### src/rtl/mem_stage_access_unit.sv
// MEM stage load/store unit: req/ack data-memory port, big-endian lane alignment, MEM/WB register.
// Optional MEM_ALIGN_TRAP_EN: trap misaligned half/word accesses instead of masking low address bits.
module mem_stage_access_unit #(
    parameter int ADDR_W  = 9,
    parameter int TIMEOUT = 15
) (
    input  logic              clk,
    input  logic              R,
    input  logic              E_mem,
    input  logic              rw_dm_mem,
    input  logic [1:0]        size_mem,
    input  logic              se_mem,
    input  logic              load_mem,
    input  logic              rf_le_mem,
    input  logic [4:0]        mem_rd,
    input  logic [31:0]       alu_out_mem,
    input  logic [31:0]       st_data_mem,
    output logic              dm_req,
    output logic              dm_we,
    output logic [ADDR_W-3:0] dm_addr,
    output logic [3:0]        dm_be,
    output logic [31:0]       dm_wdata,
    input  logic              dm_ack,
    input  logic [31:0]       dm_rdata,
    output logic              stall_mem,
    output logic              wb_rf_le,
    output logic [4:0]        wb_rd,
    output logic [31:0]       wb_data,
    output logic              trap_misalign,
    output logic              err_bus
);

    typedef enum logic {S_IDLE, S_WAIT} state_t;

    localparam logic [7:0] TO_LAST = 8'(TIMEOUT - 1);

    state_t      state, state_next;
    logic [7:0]  timer;
    logic [1:0]  a_raw, a;
    logic        misalign, trap_now, issue, timeout_hit;
    logic [3:0]  be;
    logic [31:0] wdata, ext;
    logic [7:0]  lane8;
    logic [15:0] lane16;

    assign a_raw = alu_out_mem[1:0];

    always_comb begin
        misalign = 1'b0;
        a        = a_raw;
`ifdef MEM_ALIGN_TRAP_EN
        misalign = (size_mem == 2'b01 && a_raw[0]) || (size_mem[1] && a_raw != 2'b00);
`else
        case (size_mem)
            2'b00:   a = a_raw;
            2'b01:   a = {a_raw[1], 1'b0};
            default: a = 2'b00;
        endcase
`endif
    end

    // Big-endian lanes: byte offset 0 lives in bits [31:24].
    always_comb begin
        case (a)
            2'd0:    lane8 = dm_rdata[31:24];
            2'd1:    lane8 = dm_rdata[23:16];
            2'd2:    lane8 = dm_rdata[15:8];
            default: lane8 = dm_rdata[7:0];
        endcase
        lane16 = a[1] ? dm_rdata[15:0] : dm_rdata[31:16];
        case (size_mem)
            2'b00: begin
                be    = 4'b1000 >> a;
                wdata = {4{st_data_mem[7:0]}};
                ext   = se_mem ? {{24{lane8[7]}}, lane8} : {24'b0, lane8};
            end
            2'b01: begin
                be    = a[1] ? 4'b0011 : 4'b1100;
                wdata = {2{st_data_mem[15:0]}};
                ext   = se_mem ? {{16{lane16[15]}}, lane16} : {16'b0, lane16};
            end
            default: begin
                be    = 4'b1111;
                wdata = st_data_mem;
                ext   = dm_rdata;
            end
        endcase
    end

    always_comb begin
        state_next  = state;
        stall_mem   = 1'b0;
        issue       = 1'b0;
        timeout_hit = 1'b0;
        case (state)
            S_IDLE: begin
                if (E_mem && !misalign) begin
                    stall_mem  = 1'b1;
                    issue      = 1'b1;
                    state_next = S_WAIT;
                end
            end
            S_WAIT: begin
                if (dm_ack) begin
                    state_next = S_IDLE;
                end else if (timer == TO_LAST) begin
                    timeout_hit = 1'b1;
                    state_next  = S_IDLE;
                end else begin
                    stall_mem = 1'b1;
                end
            end
            default: state_next = S_IDLE;
        endcase
    end

    assign trap_now = (state == S_IDLE) && E_mem && misalign;

    always_ff @(posedge clk) begin
        if (!R) begin
            state         <= S_IDLE;
            timer         <= '0;
            dm_req        <= 1'b0;
            dm_we         <= 1'b0;
            dm_addr       <= '0;
            dm_be         <= '0;
            dm_wdata      <= '0;
            wb_rf_le      <= 1'b0;
            wb_rd         <= '0;
            wb_data       <= '0;
            trap_misalign <= 1'b0;
            err_bus       <= 1'b0;
        end else begin
            state <= state_next;
            if (state == S_WAIT && state_next == S_WAIT)
                timer <= timer + 8'd1;
            else
                timer <= '0;

            if (issue) begin
                dm_req   <= 1'b1;
                dm_we    <= rw_dm_mem;
                dm_addr  <= alu_out_mem[ADDR_W-1:2];
                dm_be    <= be;
                dm_wdata <= wdata;
            end else if (state == S_WAIT && state_next == S_IDLE) begin
                dm_req <= 1'b0;
                dm_we  <= 1'b0;
            end

            // A stalled stage feeds a bubble; traps and bus errors suppress the RF write.
            if (!stall_mem) begin
                wb_rd    <= mem_rd;
                wb_rf_le <= rf_le_mem & ~trap_now & ~timeout_hit;
                wb_data  <= load_mem ? ext : alu_out_mem;
            end else begin
                wb_rf_le <= 1'b0;
            end

            trap_misalign <= trap_now;
            err_bus       <= timeout_hit;
        end
    end

endmodule

### config.mk
export PLATFORM = sky130hd
export DESIGN_NAME = mem_stage_access_unit
export DESIGN_NICKNAME = d
export VERILOG_FILES = /design/src/rtl/mem_stage_access_unit.sv
export SDC_FILE = /design/constraint.sdc
export NUM_CORES = 1
export LEC_CHECK = 0
export ABC_CLOCK_PERIOD_IN_PS = 5400
export BUFFER_PORTS_ARGS = -buffer_cell sky130_fd_sc_hd__buf_2
export CAP_MARGIN = 20
export CORE_ASPECT_RATIO = 0.5
export CORE_MARGIN = 2
export CORE_UTILIZATION = 40
export CTS_BUF_LIST = sky130_fd_sc_hd__clkbuf_16
export DETAILED_ROUTE_END_ITERATION = 12
export PLACE_DENSITY = 0.69
export SLEW_MARGIN = 25
export SYNTH_ARGS = -nofsm -noshare
export SYNTH_HDL_FRONTEND = slang
export SYNTH_SLANG_ARGS = --single-unit
export TNS_END_PERCENT = 1
### constraint.sdc
create_clock -name clk -period 5.4 [get_ports clk]
set_input_delay 0.54 -clock clk [delete_from_list [all_inputs] [get_ports clk]]
set_output_delay 0.54 -clock clk [all_outputs]
set_load 0.02 [all_outputs]
==> metrics.csv, run 1 <==
stage,metric,value,unit
cells_and_area,net count reported at finish,837,
floorplan,I/O pins,197,
logic_synthesis,Cells after Synth,569,
detailed_routing,number of remaining DRC errors,0,
detailed_routing,via count,4853,
cells_and_area,area grow syn2layout,28.2,%
clocking,hold buffer count at CTS,0,
cells_and_area,ANT cells,0,
power,LEAKAGE,2.89,nW
clocking,clk_lat worst skew,0.34,ns
place,gp weighted congestion,0.870,
power,pwr dens,308,mW/mm²
cells_and_area,Post-Layout Cell Count,894,
grt,number of global-route vias before repair,4336,
grt,initial antenna violation count,0,
grt,M1 GR Usage,28.6,%
grt,Most Crowded Layer GR,met2,
critical_path,FF-to-FF path depth,5,
clocking,clk root buf,clkbuf_16,
logic_synthesis,Yosys reg bits,93,
cells_and_area,ratio of cells with drive above 1 in the final layout,30.3,%
critical_path,R2R Path Start,timer[5],
sta,RSZ-0062 raised after global routing,no,
worst_hold_path,Worst Hold Class,input port to flop,
clocking,CTS tree,built,
critical_path,CP max FO,66,
clocking,clock slew at reported path FFs,0.06,ns
detailed_routing,DRT iter0 DRCs,344,
logic_synthesis,cell area after synthesis,0.00475,mm²
place,placed insts,878,
grt,GR Layer Usage met2,36.0,%
clocking,Num CTS Buffers,9,
detailed_routing,WL/cell,16.2,µm
floorplan,# rows,28,
grt,gr ovfl total,0,
critical_path,CP required,5.63,ns
logic_synthesis,"Seq/Total Area, Yosys",39.2,%
power,post-layout power,1.87,mW
sta,ratio of final minimum period to clock period,49.1,%
sta,fin. max-slew vios,0,
job,Max-Cap Viols,0,
cells_and_area,"most common cell after layout, fill and taps aside",buf_2,
clocking,CTS Sinks,93,
clocking,clock tree buffer depth,2,
critical_path,WS Path Type,input port to flop,
floorplan,height of the die,81.0,µm
critical_path,Startpoint Class,input port,
cells_and_area,Finished Cell Area,0.00609,mm²
detailed_routing,"wirelength, routed",14500,µm
logic_synthesis,Ys Warns,0,
worst_hold_path,hold path depth,2,
floorplan,chip width,158,µm
logic_synthesis,Yosys top cell by area,dfxtp_1,
clocking,Post-CTS Setup Inserts,0,
sta,fmax,377,MHz
grt,total global-route track usage,22.0,%
power,"IR drop worst, VDD",0.000145,V
logic_synthesis,Synth async-reset ratio,0,%
cells_and_area,"leading cell types in the layout, fill and taps excluded","buf_2 (195), nand2_1 (96), dfxtp_1 (93), nor2_1 (32), o21ai_0 (31)",
logic_synthesis,Netlist cell types,49,
place,I/O Buffers,195,
sta,Clock Skews,0.00560,ns
worst_hold_path,Min-Delay Startpoint,mem_rd[3],
grt,largest net degree at the start of global routing,67,
logic_synthesis,Post-synth EDFFs,0,
detailed_routing,DRT Pass-1 Iters,5,
logic_synthesis,Synth top area share,39.2,%
critical_path,Critical R2R Capture,wb_rd[1],
floorplan,Core Region,0.0117,mm²
place,hpwl dp,10300,µm
place,DP Area,0.00574,mm²
floorplan,Initial Utilization,40.6,%
sta,final-report setup violation count,0,
logic_synthesis,Synth Area per Inst,8.34,µm²
sta,WHS,0.410,ns
run_status,outcome,finished clean,
worst_hold_path,Hold Path Sink,wb_rd[3],
logic_synthesis,Synth area leaders,"dfxtp_1 (39%), nand2_1 (7.6%), a32o_1 (5.1%)",
detailed_routing,vias per cell,5.43,
critical_path,CP endpoint kind,flop,
sta,Final Hold Viols,0,
critical_path,"Arr. time, crit path",2.88,ns
detailed_routing,ANT nets after route,0,
logic_synthesis,"Net Count, Synth",682,
sta,Slew @ Worst Pin,0.983,ns
grt,GR Layer Usage met3,5.60,%
sta,fin crit period,2.65,ns
logic_synthesis,"Top FF cell, synth",dfxtp_1,
grt,first-pass GRT wire length,22200,µm
clocking,CTS resizes,0,
sta,Max-slew headroom,34.5,%
clocking,CTS HTree Levels,3,
sta,setup TNS,0,ns
floorplan,die footprint,0.0128,mm²
critical_path,FF-to-FF setup slack,3.10,ns
==> logic make-up after synthesis <==
family	share of synthesized area [%]
multiplexers	5.30
buffers and inverters	5.69
AO/OA/AOI/OAI	32.0
flip-flops	39.2
AND/OR/NAND/NOR	16.1
other	0.0790
XOR/XNOR	1.11
adder cells (fa/ha/maj)	0.527
==> layout make-up <==
cell class / count / area, µm²
Clock inverter: 7 / 115
Multi-Input combinational cell: 409 / 2630
Sequential cell: 93 / 1860
Inverter: 14 / 52.6
Tap cell: 165 / 206
Clock buffer: 9 / 225
Fill cell: 1215 / 5620
Timing Repair Buffer: 197 / 991
==> worst max-delay path, cell delays in order <==
cell and delay (ns):
buf_2 0.36, buf_4 0.62, nand2_1 0.37, o31a_1 0.42, a22o_1 0.29, a32o_1 0.25
==> power breakdown <==
| group | internal (mW) | total, mW | switching [mW] | leakage (nW) |
|---|---|---|---|---|
| Combinational | 0.149 | 0.385 | 0.236 | 1.95 |
| Clock | 0.452 | 0.726 | 0.274 | 0.173 |
| Sequential | 0.736 | 0.762 | 0.0256 | 0.766 |
==> state kept, by name, summed over array words and instances, names as in the netlist <==
signal,flops
dm_be,4
dm_addr,7
wb_rf_le,1
state,1
dm_wdata,32
err_bus,1
dm_we,1
wb_data,32
wb_rd,5
timer,8
dm_req,1
==> synthesized netlist by cell type, types with 9 or more instances <==
cell / number
nand2_1: 96
dfxtp_1: 93
clkbuf_1: 36
nor2_1: 33
o21ai_0: 31
a21boi_0: 25
a32o_1: 24
mux2i_1: 24
a22o_1: 22
a31oi_1: 18
o211a_1: 16
a211oi_1: 14
buf_2: 12
inv_1: 12
nand3_1: 11
a21oi_1: 10
o32ai_1: 9
==> how the worst max path moves through the flow <==
| stage | start | to | slack, ns | cells after the start |
|---|---|---|---|---|
| final | size_mem[1] | wb_data[31] | 2.75 | 6 |
| after global routing | load_mem | wb_data[21] | 2.62 | 5 |
| after CTS | state | stall_mem | 2.79 | 4 |
| after detailed placement | size_mem[1] | wb_data[31] | 2.46 | 6 |
| after global placement | E_mem | wb_data[17] | 2.50 | 5 |
| after floorplan | dm_rdata[7] | wb_data[21] | 3.42 | 6 |
==> per-layer routing <==
layer	vias to the layer above	part of all wire (%)	routed length, µm
met5	-	0	0
met4	0	1.5	211
met3	22	6.2	904
met2	159	47	6780
met1	2277	46	6610
li1	2395	-	-
==> metrics by stage <==
stage / setup slack [ns] / util [%]
after global routing: 2.62 / 52.0
after detailed placement: 2.46 / 49.1
after CTS: 2.79 / 52.0
after global placement: 2.50 / 49.0
after floorplan: 3.42 / -
final: 2.75 / 52.0
Power figures use the tool's default switching activity.
==> inputs of run 2 (changes only) <==
Settings changed: ABC_CLOCK_PERIOD_IN_PS 5400 to 2300, PLACE_DENSITY 0.69 to 0.71.
Clock period 5.4 ns to 2.3 ns, I/O delays scaled along.
==> run 2 against run 1 <==
Core utilization grew 0.075 points. Combinational power increased by 140%. Count of clock-buffer cells in the layout unchanged. Sequential power increased by 130%. Critical path depth is 2 lower. Register-to-register slack got worse by 2.7 ns. Final area rose by 0.14%. Non-clock buffer count up 13. First-iteration DRC count down 7.0%. Critical endpoint is now stall_mem. Highest routed layer unchanged.
==> metrics.csv, run 2 (same netlist as run 1, synthesis figures left out) <==
stage,metric,value,unit,change
run_status,outcome,finished clean,,
cells_and_area,ratio of cells with drive above 1 in the final layout,31.3,%,+0.95 points
place,I/O Buffers,195,,unchanged
floorplan,# rows,28,,unchanged
sta,final-report setup violation count,0,,unchanged
clocking,hold buffer count at CTS,0,,unchanged
clocking,clk root buf,clkbuf_16,,
sta,setup TNS,0,ns,unchanged
clocking,CTS Sinks,93,,unchanged
grt,number of global-route vias before repair,4411,,+1.7%
power,"IR drop worst, VDD",0.000356,V,+140%
critical_path,Startpoint Class,flop,,
power,pwr dens,663,mW/mm²,+120%
power,internal cell power,2.81,mW,+110%
cells_and_area,Post-Layout Cell Count,907,,+1.5%
floorplan,Initial Utilization,40.6,%,unchanged
grt,largest net degree at the start of global routing,37,,-45%
sta,WHS,0.105,ns,-0.305 ns
sta,RSZ-0062 raised after global routing,no,,
power,NetSw,1.23,mW,+130%
worst_hold_path,hold path depth,2,,unchanged
power,register share of total power,44.3,%,+3.6 points
critical_path,CP endpoint kind,output pin,,
worst_hold_path,Hold Path Sink,wb_rd[1],,
cells_and_area,net count reported at finish,850,,+1.6%
cells_and_area,Filler cells,1165,,-4.1%
detailed_routing,"wirelength, routed",14700,µm,+1.5%
detailed_routing,number of remaining DRC errors,0,,unchanged
floorplan,chip width,158,µm,unchanged
detailed_routing,ANT nets after route,0,,unchanged
critical_path,slowest CP cell,nor4_1,,
sta,Slew @ Worst Pin,0.683,ns,-0.300 ns
critical_path,FF-to-FF path depth,4,,-1
detailed_routing,vias per cell,5.40,,-0.58%
sta,Clock Skews,0.00633,ns,+0.000733 ns
floorplan,I/O pins,197,,unchanged
grt,initial antenna violation count,0,,unchanged
worst_hold_path,Worst Hold Class,input port to flop,,
power,post-layout power,4.04,mW,+120%
critical_path,cells along the critical path,"nor4_1, a31oi_1, or2_2, buf_2",,
job,Max-Cap Viols,0,,unchanged
critical_path,FF-to-FF setup slack,0.38,ns,-2.72 ns
critical_path,CP required,2.07,ns,-3.56 ns
clocking,Num CTS Buffers,9,,unchanged
detailed_routing,DRT iter0 DRCs,320,,-7.0%
place,placed insts,891,,+1.5%
clocking,clock tree buffer depth,2,,unchanged
clocking,CTS tree,built,,
critical_path,"CP delay by family, top",simple AND/OR/NAND/NOR gates,,
clocking,CTS resizes,0,,unchanged
detailed_routing,WL/cell,16.2,µm,about the same
worst_hold_path,Min-Delay Startpoint,mem_rd[1],,
critical_path,R2R Path Start,timer[5],,
sta,ratio of final minimum period to clock period,91.5,%,
clocking,Post-CTS Setup Inserts,0,,unchanged
floorplan,height of the die,81.0,µm,unchanged
sta,Max-slew headroom,54.5,%,+20 points
detailed_routing,via count,4895,,+0.87%
power,switch share,30.5,%,+1.8 points
cells_and_area,area grow syn2layout,28.4,%,
cells_and_area,registers with the most flip-flops,"dm_wdata: 32 flops, wb_data: 32 flops, timer: 8 flops",,
cells_and_area,final core occ,52.1,%,+0.075 points
critical_path,max incr delay on CP,0.41,ns,-0.21 ns
sta,fin. max-slew vios,0,,unchanged
floorplan,Core Region,0.0117,mm²,unchanged
grt,first-pass GRT wire length,22500,µm,+1.3%
power,LEAKAGE,2.91,nW,+0.71%
cells_and_area,"most common cell after layout, fill and taps aside",buf_2,,
clocking,clock slew at reported path FFs,0.06,ns,about the same
critical_path,CP max FO,6,,-91%
sta,fmax,475,MHz,
cells_and_area,"leading cell types in the layout, fill and taps excluded","buf_2 (195), nand2_1 (96), dfxtp_1 (93), nor2_1 (32), o21ai_0 (31)",,
grt,gr ovfl total,0,,unchanged
critical_path,"Arr. time, crit path",1.87,ns,-1.01 ns
grt,total global-route track usage,22.4,%,+0.37 points
power,clock group share of total power,32.8,%,-6.0 points
power,Comb pwr share,22.9,%,+2.4 points
critical_path,WS Path Type,flop to output pin,,
sta,fin crit period,2.10,ns,
floorplan,die footprint,0.0128,mm²,unchanged
critical_path,Critical R2R Capture,wb_data[12],,
sta,Final Hold Viols,0,,unchanged
cells_and_area,ANT cells,0,,unchanged
critical_path,Buf/Inv on CP,1,,-1
detailed_routing,DRT Pass-1 Iters,5,,unchanged
place,hpwl dp,10800,µm,+4.8%
clocking,clk_lat worst skew,0.33,ns,about the same
place,gp weighted congestion,0.901,,+3.7%
clocking,CTS HTree Levels,3,,unchanged
[run 2: cell type report]
class | count | area, µm² | share of cell area, %
clock buffer | 9 | 225 | 3.70
clock inverter | 7 | 33.8 | 0.554
inverter | 14 | 52.6 | 0.862
multi-input combinational | 409 | 2630 | 43.1
sequential | 93 | 1860 | 30.5
tap | 165 | 206 | 3.39
timing repair buffer | 210 | 1090 | 17.9
[run 2: worst max-delay path by stage]
stage | slack [ns] | from | cells after the start | endpoint
after floorplan | 0.60 | timer[5] | 6 | wb_rd[0]
after global placement | 0.35 | dm_rdata[23] | 5 | wb_data[26]
after detailed placement | 0.34 | dm_rdata[23] | 5 | wb_data[19]
after CTS | 0.18 | timer[5] | 4 | stall_mem
after global routing | 0.08 | timer[5] | 4 | stall_mem
final | 0.20 | timer[5] | 4 | stall_mem
[run 2: power by group through the flow]
stage                     sequential [mW]  combinational [mW]  clock [mW]
after global placement               1.82               0.911           0
after floorplan                      1.96               0.427           0
after CTS                            1.79               0.926        1.37
after detailed placement             1.82               0.923           0
after global routing                 1.80                1.01        1.43
final                                1.79               0.925        1.32
[run 2: metal layers]
layer	vias to the layer above	part of all wire [%]	wire, µm	track usage, %
li1	2411	-	-	-
met1	2306	44	6510	28.4
met2	162	48	7030	38.3
met3	16	6.9	1020	5.23
met4	0	1.2	170	6.67
met5	-	0	0	0
[run 2: stage by stage]
stage | setup slack [ns] | area (µm²)
CTS | 0.178 | 6090
finish | 0.196 | 6090
global route | 0.0830 | 6090
floorplan | 0.600 | 4750
global placement | 0.355 | 5840
detailed placement | 0.344 | 5840
